<file path="config.mk">
export PLATFORM = sky130hd
export DESIGN_NAME = uart_telemetry_framer_flat
export DESIGN_NICKNAME = d
export VERILOG_FILES = /design/src/rtl/uart_telemetry_framer_if.sv /design/src/rtl/uart_telemetry_framer.sv /design/src/flat_wrapper.sv
export SDC_FILE = /design/constraint.sdc
export NUM_CORES = 1
export LEC_CHECK = 0
export CORE_ASPECT_RATIO = 1.1
export CORE_MARGIN = 3
export CORE_UTILIZATION = 47
export CTS_BUF_LIST = sky130_fd_sc_hd__clkbuf_16
export DETAILED_ROUTE_END_ITERATION = 7
export PLACE_DENSITY_LB_ADDON = 0.1
export SYNTH_ARGS = -nofsm -noshare
export SYNTH_HDL_FRONTEND = slang
export SYNTH_SLANG_ARGS = --single-unit
</file>
<file path="constraint.sdc">
create_clock -name clk -period 6.3 [get_ports clk]
set_input_delay 1.26 -clock clk [delete_from_list [all_inputs] [get_ports clk]]
set_output_delay 1.26 -clock clk [all_outputs]
set_load 0.03 [all_outputs]
</file>
<file path="src/rtl/uart_telemetry_framer_if.sv">
// Framer-side handshake bundle: telemetry FIFO read port, uart_tx byte port, status outputs.
// The framer connects through master; the FIFO/UART environment connects through slave.
interface uart_telemetry_framer_if #(
  parameter int W         = 64,
  parameter int CNT_WIDTH = 16
) ();
  logic                 fsm_en;
  logic                 fifo_empty;
  logic [W-1:0]         fifo_rd_data;
  logic                 fifo_rd_en;
  logic                 uart_tx_done;
  logic                 uart_start_tx;
  logic [7:0]           uart_tx_din;
  logic                 busy;
  logic [CNT_WIDTH-1:0] frame_count;

  modport master (
    input  fsm_en, fifo_empty, fifo_rd_data, uart_tx_done,
    output fifo_rd_en, uart_start_tx, uart_tx_din, busy, frame_count
  );

  modport slave (
    output fsm_en, fifo_empty, fifo_rd_data, uart_tx_done,
    input  fifo_rd_en, uart_start_tx, uart_tx_din, busy, frame_count
  );
endinterface

</file>
<file path="src/rtl/uart_telemetry_framer.sv">
// Pops one telemetry word per frame and sends it to uart_tx as
// sync byte, payload bytes MSB-first, then an XOR checksum of the payload.
module uart_telemetry_framer #(
  parameter int         FIFO_RD_DATA_WIDTH = 64,
  parameter logic [7:0] SYNC_BYTE          = 8'hA5,
  parameter int         CNT_WIDTH          = 16
) (
  input logic                    clk,
  input logic                    reset,
  uart_telemetry_framer_if.master bus
);

  localparam int W      = FIFO_RD_DATA_WIDTH;
  localparam int NBYTES = W / 8;
  localparam int IDX_W  = $clog2(NBYTES + 2);
  localparam logic [IDX_W-1:0] NB_IDX   = IDX_W'(NBYTES);
  localparam logic [IDX_W-1:0] LAST_IDX = IDX_W'(NBYTES + 1);

  typedef enum logic [2:0] {IDLE, POP, LOAD, SEND, WAIT_DONE} state_t;

  state_t               state_q;
  logic [W-1:0]         word_q;
  logic [7:0]           chk_q;
  logic [IDX_W-1:0]     idx_q, idx_d;
  logic [7:0]           din_q;
  logic [CNT_WIDTH-1:0] frame_cnt_q, frame_cnt_d;

  // Payload byte k (1..NBYTES) counted from the MSB end of the word.
  function automatic logic [7:0] payload_byte(input logic [W-1:0] w, input logic [IDX_W-1:0] k);
    logic [W-1:0] sh;
    sh = w >> (W - 8 * int'(k));
    return sh[7:0];
  endfunction

  function automatic logic [7:0] byte_sel(input logic [IDX_W-1:0] k, input logic [W-1:0] w,
                                          input logic [7:0] chk);
    if (k == '0)          return SYNC_BYTE;
    else if (k <= NB_IDX) return payload_byte(w, k);
    else                  return chk;
  endfunction

  assign idx_d       = idx_q + IDX_W'(1);
  assign frame_cnt_d = frame_cnt_q + CNT_WIDTH'(1);

  always_ff @(posedge clk or posedge reset) begin
    if (reset) begin
      state_q     <= IDLE;
      word_q      <= '0;
      chk_q       <= '0;
      idx_q       <= '0;
      din_q       <= '0;
      frame_cnt_q <= '0;
    end else begin
      case (state_q)
        IDLE: if (bus.fsm_en && !bus.fifo_empty) state_q <= POP;
        POP:  state_q <= LOAD;
        LOAD: begin
          word_q  <= bus.fifo_rd_data;
          idx_q   <= '0;
          chk_q   <= '0;
          din_q   <= SYNC_BYTE;
          state_q <= SEND;
        end
        SEND: begin
          if (idx_q != '0 && idx_q <= NB_IDX) chk_q <= chk_q ^ payload_byte(word_q, idx_q);
          state_q <= WAIT_DONE;
        end
        WAIT_DONE: begin
          // The next byte is staged here so din is already valid in the SEND cycle.
          if (bus.uart_tx_done) begin
            if (idx_q == LAST_IDX) begin
              frame_cnt_q <= frame_cnt_d;
              state_q     <= IDLE;
            end else begin
              idx_q   <= idx_d;
              din_q   <= byte_sel(idx_d, word_q, chk_q);
              state_q <= SEND;
            end
          end
        end
        default: state_q <= IDLE;
      endcase
    end
  end

  assign bus.fifo_rd_en    = (state_q == POP);
  assign bus.uart_start_tx = (state_q == SEND);
  assign bus.busy          = (state_q != IDLE);
  assign bus.uart_tx_din   = din_q;
  assign bus.frame_count   = frame_cnt_q;

endmodule
</file>
<file path="src/flat_wrapper.sv">
// flat-port wrapper written by rule: the top's interface ports become plain ports
module uart_telemetry_framer_flat 
#(
  parameter int         FIFO_RD_DATA_WIDTH = 64,
  parameter logic [7:0] SYNC_BYTE          = 8'hA5,
  parameter int         CNT_WIDTH          = 16
)
  (clk, reset, bus_fsm_en, bus_fifo_empty, bus_fifo_rd_data, bus_uart_tx_done, bus_fifo_rd_en, bus_uart_start_tx, bus_uart_tx_din, bus_busy, bus_frame_count);
  uart_telemetry_framer_if #(.CNT_WIDTH(CNT_WIDTH)) bus_i ();
  input logic clk;
  input logic reset;
  input wire logic [$bits(bus_i.fsm_en)-1:0] bus_fsm_en;
  input wire logic [$bits(bus_i.fifo_empty)-1:0] bus_fifo_empty;
  input wire logic [$bits(bus_i.fifo_rd_data)-1:0] bus_fifo_rd_data;
  input wire logic [$bits(bus_i.uart_tx_done)-1:0] bus_uart_tx_done;
  output wire logic [$bits(bus_i.fifo_rd_en)-1:0] bus_fifo_rd_en;
  output wire logic [$bits(bus_i.uart_start_tx)-1:0] bus_uart_start_tx;
  output wire logic [$bits(bus_i.uart_tx_din)-1:0] bus_uart_tx_din;
  output wire logic [$bits(bus_i.busy)-1:0] bus_busy;
  output wire logic [$bits(bus_i.frame_count)-1:0] bus_frame_count;
  assign bus_i.fsm_en = bus_fsm_en;
  assign bus_i.fifo_empty = bus_fifo_empty;
  assign bus_i.fifo_rd_data = bus_fifo_rd_data;
  assign bus_i.uart_tx_done = bus_uart_tx_done;
  assign bus_fifo_rd_en = bus_i.fifo_rd_en;
  assign bus_uart_start_tx = bus_i.uart_start_tx;
  assign bus_uart_tx_din = bus_i.uart_tx_din;
  assign bus_busy = bus_i.busy;
  assign bus_frame_count = bus_i.frame_count;
  uart_telemetry_framer #(.FIFO_RD_DATA_WIDTH(FIFO_RD_DATA_WIDTH), .SYNC_BYTE(SYNC_BYTE), .CNT_WIDTH(CNT_WIDTH)) u_core (.clk(clk), .reset(reset), .bus(bus_i));
endmodule
</file>
==> flow_summary_export.csv, run 1 <==
group,metric,value,unit
detailed_routing,vias_per_cell,5.685,
synthesis,synth_cell_type_count,47,
synthesis,ys_seq_area_frac,0.4812,
critical_path,critPathArrivalTime,3540,ps
global_route,use_met2,0.2951,
global_route,met3_usage,0.03785,
die,dieArea,12710,um2
detailed_routing,wirelength,11.51,mm
clock_network,cts_root_buffer,"clkbuf_16",
clock_network,postCtsSetupRepairBufs,0,
die,core_area,11010,um2
sta,hold_violations,0,
sta,grt_setup_unrepaired,"no",
sta,finalSetupViolations,0,
finish,area_growth,25.95,%
sta,drv_slew,0,
detailed_routing,drt_pass1_iterations,4,
synthesis,syn_avg_cell_area,13.59,um2
pwr,power_density,480.3,nW/um2
finish,n_fill_cell,907,
synthesis,synth_enable_flop_cells,0,
finish,nets,557,
clock_network,htreeDepth,3,
clock_network,cts-buffers-inserted,9,
global_route,grt.busiest_layer,"met2",
critical_path,ff2ff_path_depth,8,
placement,gp_congestion,0.8318,
die,fp.dieW,107.8,um
finish,drive_above_1_share,0.2684,
sta,tns,0,ps
placement,dp.cells,619,
critical_path,path_buf_inv,3,
critical_path,rr_endpoint,"u_core.bus.uart_tx_din[0]$_DFFE_PP0P_",
global_route,grt_max_degree,70,
global_route,grt_overflow,0,
pwr,irDropWorstVdd,247.9,uV
sta,slew_headroom,0.3048,
detailed_routing,routedWlPerCell,18.13,um
global_route,grt_use_total,0.1938,
detailed_routing,drc,0,
synthesis,synth.most_common_cell,"dfrtp_1",
min_path,hold_end,"u_core.bus.uart_tx_din[3]$_DFFE_PP0P_",
sta,clock.fmax,0.3015,GHz
critical_path,crit_top_cell,"buf_4",
synthesis,synth_common_cells,"dfrtp_1 (103), mux2_2 (71), mux4_2 (30)",
critical_path,worstSetupEndpointType,"flip-flop",
global_route,grt_pass1_wl,19.32,mm
clock_network,clkSinkCount,103,
die,start_util,0.4865,
die,die_y,118.0,um
synthesis,async_reset_ff_frac,1.000,
sta,tightest_slew,1037,ps
critical_path,cp_slowest_cell,"ha_1",
synthesis,yosys.area.top_type,"dfrtp_1",
placement,port_buffers,95,
sta,fin_crit_sh,0.5264,
clock_network,cts_tree,"built",
sta,period_minus_slack,3316,ps
critical_path,crit_chain,"buf_4 -> inv_1 -> ha_1 -> buf_4 -> mux4_2 -> mux2_2 -> nand4_1 -> a21oi_1",
critical_path,critPathTopFamily,"buffers and inverters",
finish,final_area,6746,um2
outcome,status,"finished clean",
critical_path,critPathKind,"reg2reg",
clock_network,hold_buffers,0,
min_path,hp-start,"u_core.bus.uart_tx_din[3]$_DFFE_PP0P_",
sta,finalClockSkew,7.381,ps
sta,setup_slack,2984,ps
synthesis,synthCells,394,
global_route,grt_pass1_vias,3743,
synthesis,synth_ff_type,"dfrtp_1",
die,fp-row-count,40,
clock_network,ctsResizeCount,0,
placement,hpwl,8.414,mm
pwr,finalPower,0.003240,W
detailed_routing,routed-via-count,3610,
critical_path,worst_r2r_startpoint,"u_core.idx_q[0]$_DFFE_PP0P_",
finish,instances_no_fill,635,
die,pin_count,96,
placement,place_ws,2956,ps
critical_path,worstPathMaxFanout,42,
clock_network,clk_pin_slew,60,ps
critical_path,r2r_setup_slack,2980,ps
synthesis,synth_area,5356,um2
clock_network,cts_buffer_depth,2,
finish,n_antenna_cell,0,
clock_network,clk_latency,350,ps
min_path,min_path_cells,2,
global_route,grt_util_met1,0.2763,
detailed_routing,postRouteAntennaNets,0,
detailed_routing,drt_iter0_markers,163,
synthesis,synth_area_leaders,"dfrtp_1 (48%), mux2_2 (15%), mux4_2 (13%)",
global_route,antenna_found_initial,0,
pwr,power_leakage,2.751,nW
min_path,hp-class,"reg2reg",
synthesis,yosysWarnings,0,
critical_path,required,6530,ps
placement,place_area,6434,um2
synthesis,synth_nets,468,
synthesis,ys_ff_latch,103,
job,max_cap_viol_count,0,
critical_path,slowest_delay,810,ps
critical_path,crit_path_start_kind,"flip-flop",
synthesis,synth_top_area_frac,0.4812,
[per-stage QoR]
stage,hold slack (ps),utilization
2_1_floorplan,489.2,-
3_3_place_gp,469.1,0.5843
3_5_place_dp,475.4,0.5843
4_1_cts,491.5,0.6127
5_1_grt,504.9,0.6127
6_report,491.6,0.6127
[area by class of cell]
| class | instances | area (um2) | share of cell area |
|---|---|---|---|
| Multi-Input combinational cell | 265 | 2665 | 0.3950 |
| Sequential cell | 103 | 2579 | 0.3822 |
| Timing Repair Buffer | 100 | 988.4 | 0.1465 |
| Clock buffer | 9 | 225.2 | 0.03338 |
| Tap cell | 147 | 183.9 | 0.02726 |
| Clock inverter | 7 | 87.58 | 0.01298 |
| Inverter | 4 | 17.52 | 0.002596 |
[sequential cells by signal (all words and copies together), names as in the netlist]
name,count
u_core.word_q,64
u_core.bus.frame_count,16
u_core.bus.uart_tx_din,8
u_core.chk_q,8
u_core.idx_q,4
u_core.state_q,3
[worst max-delay path by stage]
stage	start	to	slack [ps]	cells after the start
after CTS	u_core.idx_q[0]$_DFFE_PP0P_	u_core.bus.uart_tx_din[5]$_DFFE_PP0P_	2940	8
after floorplan	reset	u_core.bus.frame_count[0]$_DFFE_PP0P_	2340	1
final	u_core.idx_q[0]$_DFFE_PP0P_	u_core.bus.uart_tx_din[0]$_DFFE_PP0P_	2980	8
after global placement	u_core.idx_q[0]$_DFFE_PP0P_	u_core.bus.uart_tx_din[5]$_DFFE_PP0P_	3000	8
after detailed placement	u_core.idx_q[0]$_DFFE_PP0P_	u_core.bus.uart_tx_din[5]$_DFFE_PP0P_	2960	8
after global routing	u_core.idx_q[0]$_DFFE_PP0P_	u_core.bus.uart_tx_din[0]$_DFFE_PP0P_	2650	8
[power breakdown]
| part | total, W | leakage (nW) | switching (W) | internal [W] |
|---|---|---|---|---|
| combinational | 0.00148 | 1.32 | 0.000626 | 0.000858 |
| sequential | 0.00117 | 1.27 | 0.000227 | 0.000943 |
| clock | 0.000586 | 0.157 | 0.000240 | 0.000345 |
[layer usage]
layer,wire [um],vias to the layer above
li1,-,1653
met2,5520,84
met1,5303,1860
met4,189,0
met5,0,-
met3,495,13
[logic make-up (layout without fill, tap and decap cells)]
group,Yosys count,count (layout),share of synthesized area
simple gates,82,82,0.08409
compound gates,36,36,0.04508
xor+xnor,27,27,0.04765
fa+ha+maj,5,5,0.01168
mux,115,115,0.3076
flops,103,103,0.4812
buf+inv,26,120,0.02266
[cell usage in the layout, fill, tap and decap left out, types with 3 or more instances in the layout]
cell type          n
a21oi_1           12
a32oi_1            4
and2_1             4
and3_1             4
buf_4              5
clkbuf_16          9
clkdlybuf4s50_1   95
clkinv_2           3
dfrtp_1          102
ha_1               5
inv_1              3
mux2_2            71
mux2i_1           12
mux4_2            30
nand2_1           13
nand2b_1           4
nand3_1            8
nand4_1            9
nor2_1            16
nor3_1             9
o21ai_0            5
o31ai_1            5
xnor2_1           18
xor2_1             8
[worst register-to-register path: cells and delay by family, from the launching register on]
kind / cells / cell delay [ps]
AO/OA/AOI/OAI: 1 / 80
buffers and inverters: 3 / 1080
multiplexers: 2 / 810
flip-flops: 1 / 340
AND/OR/NAND/NOR: 1 / 90
adder cells (fa/ha/maj): 1 / 810
(Power assumes the default switching activity.)
==> run 2: changes to the inputs <==
clock period = 2.7 ns   (was 6.3 ns; I/O delays follow)
==> flow_summary_export.csv, run 2 (synthesis gave the netlist of run 1 again) <==
group,metric,value,unit
finish,n_fill_cell,879,
die,die_y,118.0,um
placement,hpwl,8.725,mm
finish,instances_no_fill,645,
sta,clock.fmax,0.4005,GHz
finish,final_cell_mix,"dfrtp_1 (102), clkdlybuf4s50_1 (95), mux2_2 (71), mux4_2 (30), xnor2_1 (18)",
clock_network,clk_pin_slew,70,ps
critical_path,crit_path_start_kind,"flip-flop",
detailed_routing,wirelength,12.13,mm
job,max_cap_viol_count,0,
critical_path,crit_chain,"and2b_1 -> and2_1 -> clkdlybuf4s50_1",
critical_path,worstPathMaxFanout,6,
die,core_area,11010,um2
global_route,grt_max_degree,104,
clock_network,cts_buffer_depth,2,
critical_path,cp_slowest_cell,"clkdlybuf4s50_1",
clock_network,clkSinkCount,103,
detailed_routing,routedWlPerCell,18.80,um
pwr,switchingPower,0.002654,W
detailed_routing,drt_iter0_markers,246,
critical_path,critPathArrivalTime,1960,ps
sta,grt_setup_unrepaired,"no",
finish,n_antenna_cell,0,
clock_network,hold_buffers,0,
sta,fin_crit_sh,0.9247,
clock_network,postCtsSetupRepairBufs,0,
clock_network,cts_root_buffer,"clkbuf_16",
pwr,seq_power_share,0.350,
pwr,irDropWorstVdd,713.5,uV
finish,drive_above_1_share,0.2831,
placement,gp_congestion,0.8454,
clock_network,htreeDepth,3,
placement,dp.cells,629,
pwr,power_density,1141,nW/um2
sta,hold_violations,0,
sta,finalClockSkew,5.709,ps
critical_path,cp-startpoint,"u_core.state_q[2]$_DFFE_PP0P_",
critical_path,slowest_delay,680,ps
die,start_util,0.4865,
detailed_routing,vias_per_cell,5.667,
detailed_routing,drt_pass1_iterations,4,
sta,finalSetupViolations,0,
sta,setup_slack,203.3,ps
outcome,status,"finished clean",
finish,final_common_cell,"dfrtp_1",
detailed_routing,postRouteAntennaNets,0,
global_route,grt_pass1_vias,3768,
pwr,swShare,0.3375,
detailed_routing,drc,0,
global_route,antenna_found_initial,0,
min_path,hp-start,"u_core.bus.frame_count[15]$_DFFE_PP0P_",
sta,tns,0,ps
critical_path,worstSetupEndpointType,"output pin",
critical_path,required,2160,ps
die,fp-row-count,40,
clock_network,clk_latency,350,ps
pwr,pwr-share-clk,0.191,
sta,slew_headroom,0.5595,
pwr,power_leakage,2.821,nW
global_route,grt_overflow,0,
finish,largest_register,"u_core.word_q",
global_route,grt_use_total,0.2042,
pwr,pwr-share-comb,0.459,
sta,tightest_slew,660.8,ps
die,fp.dieW,107.8,um
pwr,p_int,0.005209,W
die,dieArea,12710,um2
placement,port_buffers,95,
finish,area_growth,28.71,%
min_path,hp-class,"reg2reg",
die,pin_count,96,
finish,largest_reg_flops,64,
placement,place_ws,357.8,ps
clock_network,cts-buffers-inserted,9,
clock_network,cts_tree,"built",
sta,period_minus_slack,2497,ps
clock_network,ctsResizeCount,0,
critical_path,worst_r2r_startpoint,"u_core.idx_q[0]$_DFFE_PP0P_",
finish,nets,567,
global_route,grt_pass1_wl,19.95,mm
detailed_routing,routed-via-count,3655,
critical_path,critPathKind,"reg2out",
sta,drv_slew,0,
-- run 2: cell count changes in the layout (fill, tap and decap cells not counted), sizes merged --
cell,previous run,this run
inv,4,5
clkinv,5,1
bufinv,2,3
buf,5,15
clkinvlp,0,2
-- run 2: area by class of cell --
type | instances | area, um2 | area share
Sequential cell | 103 | 2579 | 0.3740
Clock buffer | 9 | 225.2 | 0.03267
Inverter | 4 | 18.77 | 0.002722
Multi-Input combinational cell | 265 | 2665 | 0.3866
Timing Repair Buffer | 110 | 1101 | 0.1597
Tap cell | 147 | 183.9 | 0.02668
Clock inverter | 7 | 121.4 | 0.01760
-- run 2: power by group through the flow --
stage | combinational [W] | sequential, W | clock, W
2_1_floorplan | 0.00272 | 0.00265 | 0
3_3_place_gp | 0.00356 | 0.00274 | 0
3_5_place_dp | 0.00363 | 0.00277 | 0
4_1_cts | 0.00366 | 0.00275 | 0.00154
5_1_grt | 0.00392 | 0.00283 | 0.00161
6_report | 0.00361 | 0.00275 | 0.00150
-- run 2: per-layer routing --
metal  wire length, um  vias up  GRT usage
met2              6024      103     0.3196
met5                 0        -          0
li1                  -     1683          -
met4               164        0    0.05288
met3               603       12    0.05540
met1              5333     1857     0.2829
-- run 2: critical path, delay by kind of cell, from the launching register on --
family        cells  cell delay, ps
flops             1             420
simple gates      2             510
buf+inv           1             680
-- run 2: worst paths after layout --
| check | cells after the start | endpoint | slack [ps] |
|---|---|---|---|
| max in group asynchronous | 3 | u_core.idx_q[0]$_DFFE_PP0P_ | 1540 |
| min in group asynchronous | 3 | u_core.state_q[0]$_DFFE_PP0P_ | 640 |
| hold / removal | 1 | u_core.bus.frame_count[15]$_DFFE_PP0P_ | 470 |
| setup / recovery | 3 | bus_uart_start_tx | 200 |
| hold reg to reg | 1 | u_core.bus.frame_count[15]$_DFFE_PP0P_ | 470 |
| setup reg to reg | 8 | u_core.bus.uart_tx_din[4]$_DFFE_PP0P_ | 310 |
-- run 2: stage by stage --
step	hold slack, ps	utilization	power [W]	instance area [um2]
finish	471.3	0.6261	0.007863	6894
floorplan	489.2	-	0.005371	5360
detailed placement	459.6	0.5947	0.006402	6548
global placement	461.9	0.5947	0.006298	6548
global route	492.3	0.6261	0.008362	6894
CTS	476.3	0.6261	0.007948	6894
